`src/rtl/pe_dot_pipe_pkg.sv`:
```
// Shared configuration and width helpers for the block-floating-point dot-product pipeline.
// The exponents are handled downstream. Only mantissa geometry lives here.
package pe_dot_pipe_pkg;

  typedef struct packed {
    int NUM_DOTS;
    int NUM_FEATURES;
    int NUM_FILTERS;
    int DOT_SIZE;
    int FEATURE_WIDTH;
    int FILTER_WIDTH;
    int DOT_OUTPUT_WIDTH;
    int DOT_LATENCY;
  } pe_cfg_t;

  localparam pe_cfg_t PE_CFG_DEFAULT = '{
    NUM_DOTS:         1,
    NUM_FEATURES:     2,
    NUM_FILTERS:      2,
    DOT_SIZE:         8,
    FEATURE_WIDTH:    6,
    FILTER_WIDTH:     6,
    DOT_OUTPUT_WIDTH: 16,
    DOT_LATENCY:      4
  };

  // A signed product needs both magnitudes plus a single sign bit.
  function automatic int dot_prod_width(input pe_cfg_t cfg);
    return cfg.FEATURE_WIDTH + cfg.FILTER_WIDTH - 1;
  endfunction

  function automatic int dot_sum_width(input pe_cfg_t cfg);
    return dot_prod_width(cfg) + $clog2(cfg.DOT_SIZE);
  endfunction

endpackage

```
`src/rtl/pe_dot_pipe_if.sv`:
```
// Feature/filter input bus and dot-result output bus of one PE dot-product engine.
interface pe_dot_pipe_if
  import pe_dot_pipe_pkg::*;
#(
  parameter pe_cfg_t cfg = PE_CFG_DEFAULT
) ();

  logic i_valid;
  logic [cfg.NUM_DOTS-1:0][cfg.NUM_FEATURES-1:0][cfg.DOT_SIZE-1:0][cfg.FEATURE_WIDTH-1:0] i_feature;
  logic [cfg.NUM_DOTS-1:0][cfg.NUM_FILTERS-1:0][cfg.DOT_SIZE-1:0][cfg.FILTER_WIDTH-1:0]   i_filter;
  logic o_valid;
  logic [cfg.NUM_DOTS-1:0][cfg.NUM_FEATURES-1:0][cfg.NUM_FILTERS-1:0][cfg.DOT_OUTPUT_WIDTH-1:0] o_dot_result;

  modport master (
    output i_valid, i_feature, i_filter,
    input  o_valid, o_dot_result
  );

  modport slave (
    input  i_valid, i_feature, i_filter,
    output o_valid, o_dot_result
  );

endinterface

```
`src/rtl/pe_dot_pipe_lane.sv`:
```
// One dot-product lane: sign-magnitude products (S2), full sum (S3), then pure delay stages.
module pe_dot_pipe_lane
  import pe_dot_pipe_pkg::*;
#(
  parameter pe_cfg_t cfg = PE_CFG_DEFAULT
) (
  input  logic                                                 clock,
  input  logic                                                 reset,
  input  logic [cfg.DOT_SIZE-1:0][cfg.FEATURE_WIDTH-1:0]       feature_i,
  input  logic [cfg.DOT_SIZE-1:0][cfg.FILTER_WIDTH-1:0]        filter_i,
  output logic [cfg.DOT_OUTPUT_WIDTH-1:0]                      dot_o
);

  localparam int DS     = cfg.DOT_SIZE;
  localparam int FW     = cfg.FEATURE_WIDTH;
  localparam int WW     = cfg.FILTER_WIDTH;
  localparam int OW     = cfg.DOT_OUTPUT_WIDTH;
  localparam int DLY    = cfg.DOT_LATENCY - 3;
  localparam int PROD_W = dot_prod_width(cfg);
  localparam int SUM_W  = dot_sum_width(cfg);

  logic        [PROD_W-2:0] mag     [DS];
  logic signed [PROD_W-1:0] prod_d  [DS];
  logic signed [PROD_W-1:0] prod_q  [DS];
  logic signed [SUM_W-1:0]  sum_d;
  logic        [OW-1:0]     res_d;
  logic        [OW-1:0]     res_q;

  // A "-0" operand has zero magnitude, so negation still yields 0.
  always_comb begin
    for (int i = 0; i < DS; i++) begin
      mag[i]    = (PROD_W-1)'(feature_i[i][FW-2:0]) * (PROD_W-1)'(filter_i[i][WW-2:0]);
      prod_d[i] = (feature_i[i][FW-1] ^ filter_i[i][WW-1]) ? -$signed({1'b0, mag[i]})
                                                          :  $signed({1'b0, mag[i]});
    end
  end

  // The size cast sign-extends or wrap-truncates to the output width.
  always_comb begin
    sum_d = '0;
    for (int i = 0; i < DS; i++) begin
      sum_d = sum_d + SUM_W'(prod_q[i]);
    end
    res_d = OW'(sum_d);
  end

  always_ff @(posedge clock) begin
    if (reset) begin
      for (int i = 0; i < DS; i++) prod_q[i] <= '0;
      res_q <= '0;
    end else begin
      for (int i = 0; i < DS; i++) prod_q[i] <= prod_d[i];
      res_q <= res_d;
    end
  end

  if (DLY == 0) begin : g_no_delay
    assign dot_o = res_q;
  end else begin : g_delay
    logic [OW-1:0] dly_q [DLY];

    always_ff @(posedge clock) begin
      if (reset) begin
        for (int k = 0; k < DLY; k++) dly_q[k] <= '0;
      end else begin
        dly_q[0] <= res_q;
        for (int k = 1; k < DLY; k++) dly_q[k] <= dly_q[k-1];
      end
    end

    assign dot_o = dly_q[DLY-1];
  end

endmodule

```
`src/rtl/pe_dot_pipe.sv`:
```
// Pipelined dot-product engine: shared input registers (S1), valid shift register,
// and one lane per (dot, feature, filter) combination.
module pe_dot_pipe
  import pe_dot_pipe_pkg::*;
#(
  parameter pe_cfg_t cfg      = PE_CFG_DEFAULT,
  parameter int      CHAIN_ID = 0,
  parameter int      PE_ID    = 0
) (
  input  logic        clock,
  input  logic        reset,
  pe_dot_pipe_if.slave bus
);

  localparam int ND = cfg.NUM_DOTS;
  localparam int NF = cfg.NUM_FEATURES;
  localparam int NW = cfg.NUM_FILTERS;
  localparam int DS = cfg.DOT_SIZE;
  localparam int FW = cfg.FEATURE_WIDTH;
  localparam int WW = cfg.FILTER_WIDTH;
  localparam int OW = cfg.DOT_OUTPUT_WIDTH;
  localparam int L  = cfg.DOT_LATENCY;

  if (L < 3 || DS < 1 || FW < 2 || WW < 2) begin : g_cfg_check
    $error("pe_dot_pipe chain %0d pe %0d: illegal cfg (latency %0d, size %0d, widths %0d/%0d)",
           CHAIN_ID, PE_ID, L, DS, FW, WW);
  end

  logic [ND-1:0][NF-1:0][DS-1:0][FW-1:0] feat_q;
  logic [ND-1:0][NW-1:0][DS-1:0][WW-1:0] filt_q;
  logic [L-1:0]                          vld_d;
  logic [L-1:0]                          vld_q;
  logic [ND-1:0][NF-1:0][NW-1:0][OW-1:0] dot;

  always_comb begin
    vld_d = {vld_q[L-2:0], bus.i_valid};
  end

  // Data is captured every cycle; only the valid bit tracks which slots are real.
  always_ff @(posedge clock) begin
    if (reset) begin
      feat_q <= '0;
      filt_q <= '0;
      vld_q  <= '0;
    end else begin
      feat_q <= bus.i_feature;
      filt_q <= bus.i_filter;
      vld_q  <= vld_d;
    end
  end

  for (genvar d = 0; d < ND; d++) begin : g_dot
    for (genvar f = 0; f < NF; f++) begin : g_feat
      for (genvar w = 0; w < NW; w++) begin : g_filt
        pe_dot_pipe_lane #(.cfg(cfg)) u_lane (
          .clock     (clock),
          .reset     (reset),
          .feature_i (feat_q[d][f]),
          .filter_i  (filt_q[d][w]),
          .dot_o     (dot[d][f][w])
        );
      end
    end
  end

  assign bus.o_dot_result = dot;
  assign bus.o_valid      = vld_q[L-1];

endmodule

```
`src/flat_wrapper.sv`:
```
// flat-port wrapper written by rule: the top's interface ports become plain ports
module pe_dot_pipe_flat import pe_dot_pipe_pkg::*;
#(
  parameter pe_cfg_t cfg      = PE_CFG_DEFAULT,
  parameter int      CHAIN_ID = 0,
  parameter int      PE_ID    = 0
)
  (clock, reset, bus_i_valid, bus_i_feature, bus_i_filter, bus_o_valid, bus_o_dot_result);
  pe_dot_pipe_if #(.cfg(cfg)) bus_i ();
  input  logic clock;
  input  logic reset;
  input wire logic [$bits(bus_i.i_valid)-1:0] bus_i_valid;
  input wire logic [$bits(bus_i.i_feature)-1:0] bus_i_feature;
  input wire logic [$bits(bus_i.i_filter)-1:0] bus_i_filter;
  output wire logic [$bits(bus_i.o_valid)-1:0] bus_o_valid;
  output wire logic [$bits(bus_i.o_dot_result)-1:0] bus_o_dot_result;
  assign bus_i.i_valid = bus_i_valid;
  assign bus_i.i_feature = bus_i_feature;
  assign bus_i.i_filter = bus_i_filter;
  assign bus_o_valid = bus_i.o_valid;
  assign bus_o_dot_result = bus_i.o_dot_result;
  pe_dot_pipe #(.cfg(cfg), .CHAIN_ID(CHAIN_ID), .PE_ID(PE_ID)) u_core (.clock(clock), .reset(reset), .bus(bus_i));
endmodule
```
`config.mk`:
```
export PLATFORM = sky130hd
export DESIGN_NAME = pe_dot_pipe_flat
export DESIGN_NICKNAME = d
export VERILOG_FILES = /design/src/rtl/pe_dot_pipe_pkg.sv /design/src/rtl/pe_dot_pipe_if.sv /design/src/rtl/pe_dot_pipe_lane.sv /design/src/rtl/pe_dot_pipe.sv /design/src/flat_wrapper.sv
export SDC_FILE = /design/constraint.sdc
export NUM_CORES = 2
export LEC_CHECK = 0
export BUFFER_PORTS_ARGS = -buffer_cell sky130_fd_sc_hd__buf_2
export CELL_PAD_IN_SITES_DETAIL_PLACEMENT = 0
export CELL_PAD_IN_SITES_GLOBAL_PLACEMENT = 2
export CORE_AREA = 2 2 291 508
export DETAILED_ROUTE_END_ITERATION = 8
export DIE_AREA = 0 0 293 510
export HOLD_SLACK_MARGIN = 0.05
export PLACE_DENSITY_LB_ADDON = 0.1
export SLEW_MARGIN = 20
export SYNTH_ARGS = -nofsm -noshare
export SYNTH_HDL_FRONTEND = slang
export SYNTH_SLANG_ARGS = --single-unit
```
`constraint.sdc`:
```
create_clock -name clock -period 11.65 [get_ports clock]
set_input_delay 2.9125 -clock clock [delete_from_list [all_inputs] [get_ports clock]]
set_output_delay 2.9125 -clock clock [all_outputs]
set_load 0.02 [all_outputs]
```
* Word-level counts from Yosys, hierarchy flattened
Memory sizes are Yosys's and may differ from the RTL's. Cells that the tools add are included. Widths: inputs -> output; s select.
Cells by class: add/subtract/negate cells 60, multipliers 32, mux-type cells 75, bitwise gates (word level) 64, reductions and logical operators 4
Operator list (number):
- $mux 11 | 64
- $neg 10->11 | 32
- $mul 5x5->10 | 32
- $add 14x11->14 | 16
- $mux 16 | 4
- $reduce_or 16->1 | 4
- $add 13x11->14 | 4
- $add 12x11->13 | 4
- $add 11x11->12 | 4
- $or 1x1->1 | 32
- $xor 1x1->1 | 32
- $mux 1 | 7
Storage, ports and cells: flip-flop bits (word level) 252, RAM bits 416, output and inout port bits 65, logic and storage cells 280, memories kept 8
Memories:
- u_core.g_dot[0].g_feat[0].g_filt[0].u_lane.prod_q | depth 8, bits a word 11, rd ports 8, clocked after memory_dff 0, wr ports 8, RTL line pe_dot_pipe_lane.sv:24 | logic signed [PROD_W-1:0] prod_q [DS];
- u_core.g_dot[0].g_feat[0].g_filt[1].u_lane.prod_q | depth 8, bits a word 11, rd ports 8, clocked after memory_dff 0, wr ports 8, RTL line pe_dot_pipe_lane.sv:24
- u_core.g_dot[0].g_feat[1].g_filt[0].u_lane.prod_q | depth 8, bits a word 11, rd ports 8, clocked after memory_dff 0, wr ports 8, RTL line pe_dot_pipe_lane.sv:24
- u_core.g_dot[0].g_feat[1].g_filt[1].u_lane.prod_q | depth 8, bits a word 11, rd ports 8, clocked after memory_dff 0, wr ports 8, RTL line pe_dot_pipe_lane.sv:24
- u_core.g_dot[0].g_feat[0].g_filt[0].u_lane.g_delay.dly_q | depth 1, bits a word 16, rd ports 1, clocked after memory_dff 0, wr ports 1, RTL line pe_dot_pipe_lane.sv:60 | logic [OW-1:0] dly_q [DLY];
- u_core.g_dot[0].g_feat[0].g_filt[1].u_lane.g_delay.dly_q | depth 1, bits a word 16, rd ports 1, clocked after memory_dff 0, wr ports 1, RTL line pe_dot_pipe_lane.sv:60
- 2 more memories

* Depth between registers and ports, before layout
depth in word-level cells 7, gate-level depth with buffers 17

* By module
A second synthesis with hierarchy kept.
Unflattened totals: cells, all modules 6367, area, all modules 58014.4 um^2
By module, submodules not included:
- pe_dot_pipe_lane (u_core.g_dot[0].g_feat[1].g_filt[1].u_lane) | times used 1, cells each 1492, area an instance 13213.9 um^2, seq. area each 2322.2 um^2
- pe_dot_pipe_lane (u_core.g_dot[0].g_feat[0].g_filt[1].u_lane) | times used 1, cells each 1488, area an instance 13186.4 um^2, seq. area each 2322.2 um^2
- pe_dot_pipe_lane (u_core.g_dot[0].g_feat[1].g_filt[0].u_lane) | times used 1, cells each 1484, area an instance 13167.6 um^2, seq. area each 2322.2 um^2
- pe_dot_pipe_lane (u_core.g_dot[0].g_feat[0].g_filt[0].u_lane) | times used 1, cells each 1490, area an instance 13166.4 um^2, seq. area each 2322.2 um^2
- pe_dot_pipe | times used 1, cells each 413, area an instance 5280.1 um^2, seq. area each 3923.8 um^2

* Least setup slack after synthesis
No wires, ideal clock.
kind flip-flop to flip-flop, start point mem u_core.g_dot[0].g_feat[1].g_filt[0].u_lane.prod_q[1][35] (netlist bit), end point reg u_core.g_dot[0].g_feat[1].g_filt[0].u_lane.res_q[12], arrival time 4.320 ns, data required time 11.529 ns, slack 7.210 ns, stages on the path, launching flop included 17, buffers on the path 0, clock period less this slack 4.440 ns, cell sequence dfxtp_1 inv_1 fa_1 inv_1 fa_1 fa_1 inv_1 fa_1 inv_1 ha_1 fa_1 a21o_1 a21oi_1 nor2_1 o31a_1 o31ai_1 mux2_2
RTL lines:
- start: declaration | RTL line pe_dot_pipe_lane.sv:24
- end signal: assignment | RTL line pe_dot_pipe_lane.sv:53 | res_q <= res_d;
- end: declaration | RTL line pe_dot_pipe_lane.sv:27 | logic [OW-1:0] res_q;

==> results.ini <==
[run_status]
status=completed

[cts]
cts_buffers=76
cts_sinks=660
cts_tree=yes
htree_levels=3
cts-resized-gates=0
cts_setup_buffers=0
holdBufCountCts=0
clock_latency_ns=0.70
clk_pin_slew_ns=0.07
clockBufferDepth=3
ctsRootBufferMaster=clkbuf_16

[yosys]
yosys_register_bits=660
ys_warn_count=0
netlist-cell-type-count=77
synthXorXnorAreaFrac_pct=5.862
synth_top_family_by_area=adder cells
synth-main-ff-cell=dfxtp_1
postSynth.asyncResetShare_pct=0
syn_avg_cell_area_sq_um=9.132
yosysTopAreaCell=dfxtp_1
ys_seq_area_share_pct=22.91
synthAdderAreaFrac_pct=33.98
synth_simple_gate_area_share_pct=19.79
synth_compound_area_share_pct=10.64
yosysMostFrequentCell=inv_1
synth_top_area_share_pct=22.91
syn-num-nets=7739
syn_area_sq_mm=0.05768
synth_common_cells=inv_1 (833), ha_1 (664), dfxtp_1 (660), and2_1 (620), fa_1 (564)
synthMuxAreaShare_pct=0.4859
synth_cells=6316
synth_edf_count=0
synth_area_leaders=dfxtp_1 (23%), fa_1 (20%), ha_1 (14%), and2_1 (6.7%), inv_1 (5.4%)

[finish]
multi_input_area_sq_mm=0.04081
flow.area_growth_from_synthesis_pct=10.34
fillers=14480
drive_gt1_share_pct=7.569
nets=7953
regArea_sq_mm=0.01321
postLayoutCoreUtil_pct=43.85
final_area_sq_mm=0.06364

[sta]
slew_violations=0
fmax_mhz=197.3
finalHoldViolCount=0
worst_pin_slew_ns=1.117
rsz0062_at_grt=no
slew-limit-headroom_pct=25.26
final.setup.tns_ns=0
period_share_pct=43.51
finalSetupViolations=0
finClkSkew_ns=0.03156
period_needed_ns=5.069

[floorplanning]
die_w_um=293
core-area_sq_mm=0.1451
die-height_um=510
rows=185
io_pins=260
die_area_sq_mm=0.1494
start_util_pct=39.74

[worst_setup_path]
path_cells=inv_1, fa_1, inv_1, fa_1, fa_1, inv_1, fa_1, inv_1, ha_1, fa_1, a21o_1, a21oi_1, nor2_1, o31a_1, o31ai_1, mux2_2
cp_top_family=adder cells
path_class=flip-flop to flip-flop
slowest_stage=fa_1
cp-start-kind=flip-flop
cp_common_cell=fa_1
path_max_fanout=3
setup.worst_path.end_class=flip-flop
crit_arrival_ns=5.63
slowest_delay_ns=0.57
path_buf_inv=4
critPathRequiredTime_ns=12.21

[pwr]
p_leak_uw=0.03128
ir_worst_vdd_mv=0.1156
powerDensity_mw_per_mm2=161.3

[routing]
vias_per_cell=5.138
wire_per_inst_um=21.37
first_pass_iters=6
drt_iter0_drc=1833
drcViolationCount=0
totalWireLength_um=181000
via_count=43500
postRouteAntennaNets=0

[placed_design]
hpwlAfterDp_um=150400
placed_cell_area_sq_mm=0.06087
gp_congestion=0.9054
portBuffers=259

[global_routing]
grt_pass1_wl_um=277400
overflow=0
grt_pass1_vias=46210
grt_max_degree=178
grt_antenna_before_repair=10
grt_usage_pct=24.60

[flow_run]
cap_viol_max_count=0

[hold_path]
hold_path_class=flip-flop to flip-flop

-- metal layers --
metal / up-vias / global-route usage (%) / wire length [um]
li1: 21150 / - / -
met1: 21470 / 26.72 / 69870
met5: - / 0 / 0
met4: 0 / 11.37 / 8993
met2: 663 / 48.00 / 98090
met3: 210 / 1.749 / 3991
-- through the flow --
step	total power (uW)	hold WS (ns)	setup WS, ns	cells
final	10270	0.4259	6.581	8466
after CTS	10400	0.4343	6.579	8463
after global placement	7609	0.4184	6.300	8322
after floorplan	6136	0.4138	7.210	6316
after global routing	11060	0.4445	6.447	8464
after detailed placement	7625	0.4204	6.268	8322
-- worst reg2reg max path, delay by kind of cell (launching register included) --
family / cells / cell delay, ns
buffers and inverters: 4 / 0.34
adder cells (fa/ha/maj): 6 / 2.71
AO/OA/AOI/OAI: 4 / 0.96
AND/OR/NAND/NOR: 1 / 0.08
flip-flops: 1 / 0.48
multiplexers: 1 / 0.37
-- registers in the layout, indices dropped and copies added, names as in the netlist --
signal	cells
u_core.feat_q	96
u_core.g_dot.g_feat.g_filt.u_lane.res_q	56
u_core.filt_q	96
u_core.g_dot.g_feat.g_filt.u_lane.g_delay.dly_q	56
u_core.vld_q	4
u_core.g_dot.g_feat.g_filt.u_lane.prod_q	352
-- layout by cell type (no fill, tap or decap), types with 26 or more instances in the layout --
cell type	netlist	routed
dfxtp_1	660	660
a2111oi_0	26	26
nor3b_1	38	38
nand2_1	343	343
o21ai_0	174	174
o31ai_1	49	49
a221oi_1	35	35
nand3_1	36	36
xor2_1	187	187
a21o_1	92	92
o41ai_1	29	29
nor2b_1	297	297
fa_1	564	564
and3_1	54	54
or2_2	39	39
and2_1	620	620
buf_2	2	258
a21oi_1	246	246
a211oi_1	77	77
or3_1	69	69
xnor2_1	199	199
nor3_1	91	91
ha_1	664	664
nor2_1	427	427
inv_1	833	832
clkbuf_16	0	79
-- final cells by class --
cell class | instances | area share (%)
diodes | 3 | 0.01180
clock buffers | 93 | 3.315
clock inverters | 48 | 1.018
inverters | 833 | 4.913
multi-input cells | 4693 | 64.13
flip-flops and latches | 660 | 20.76
well taps | 1870 | 3.677
repair buffers | 266 | 2.175
-- path summary, 6_finish.rpt --
| check | startpoint | end | slack, ns | cells after the start |
|---|---|---|---|---|
| max | flip-flop | flip-flop | 6.58 | 16 |
| min | flip-flop | flip-flop | 0.43 | 1 |
| max reg2reg | flip-flop | flip-flop | 6.58 | 16 |
| min reg2reg | flip-flop | flip-flop | 0.43 | 1 |
-- logic make-up (layout without fill, tap and decap cells) --
logic type,Yosys count,in the layout
adders and majority gates,1228,1228
xor gates and xnor gates,386,386
muxes,26,26
AOI/OAI and AO/OA,922,922
other,0,3
and+or+nand+nor,2131,2131
DFF,660,660
buffers and inverters,963,1240
-- power breakdown --
part | switching, uW | total, uW | internal, uW
Clock | 1120 | 2700 | 1570
Combinational | 2770 | 4730 | 1950
Sequential | 288 | 2850 | 2560
Total | 4180 | 10300 | 6090
Note: power is estimated with default switching activity, not from simulation.
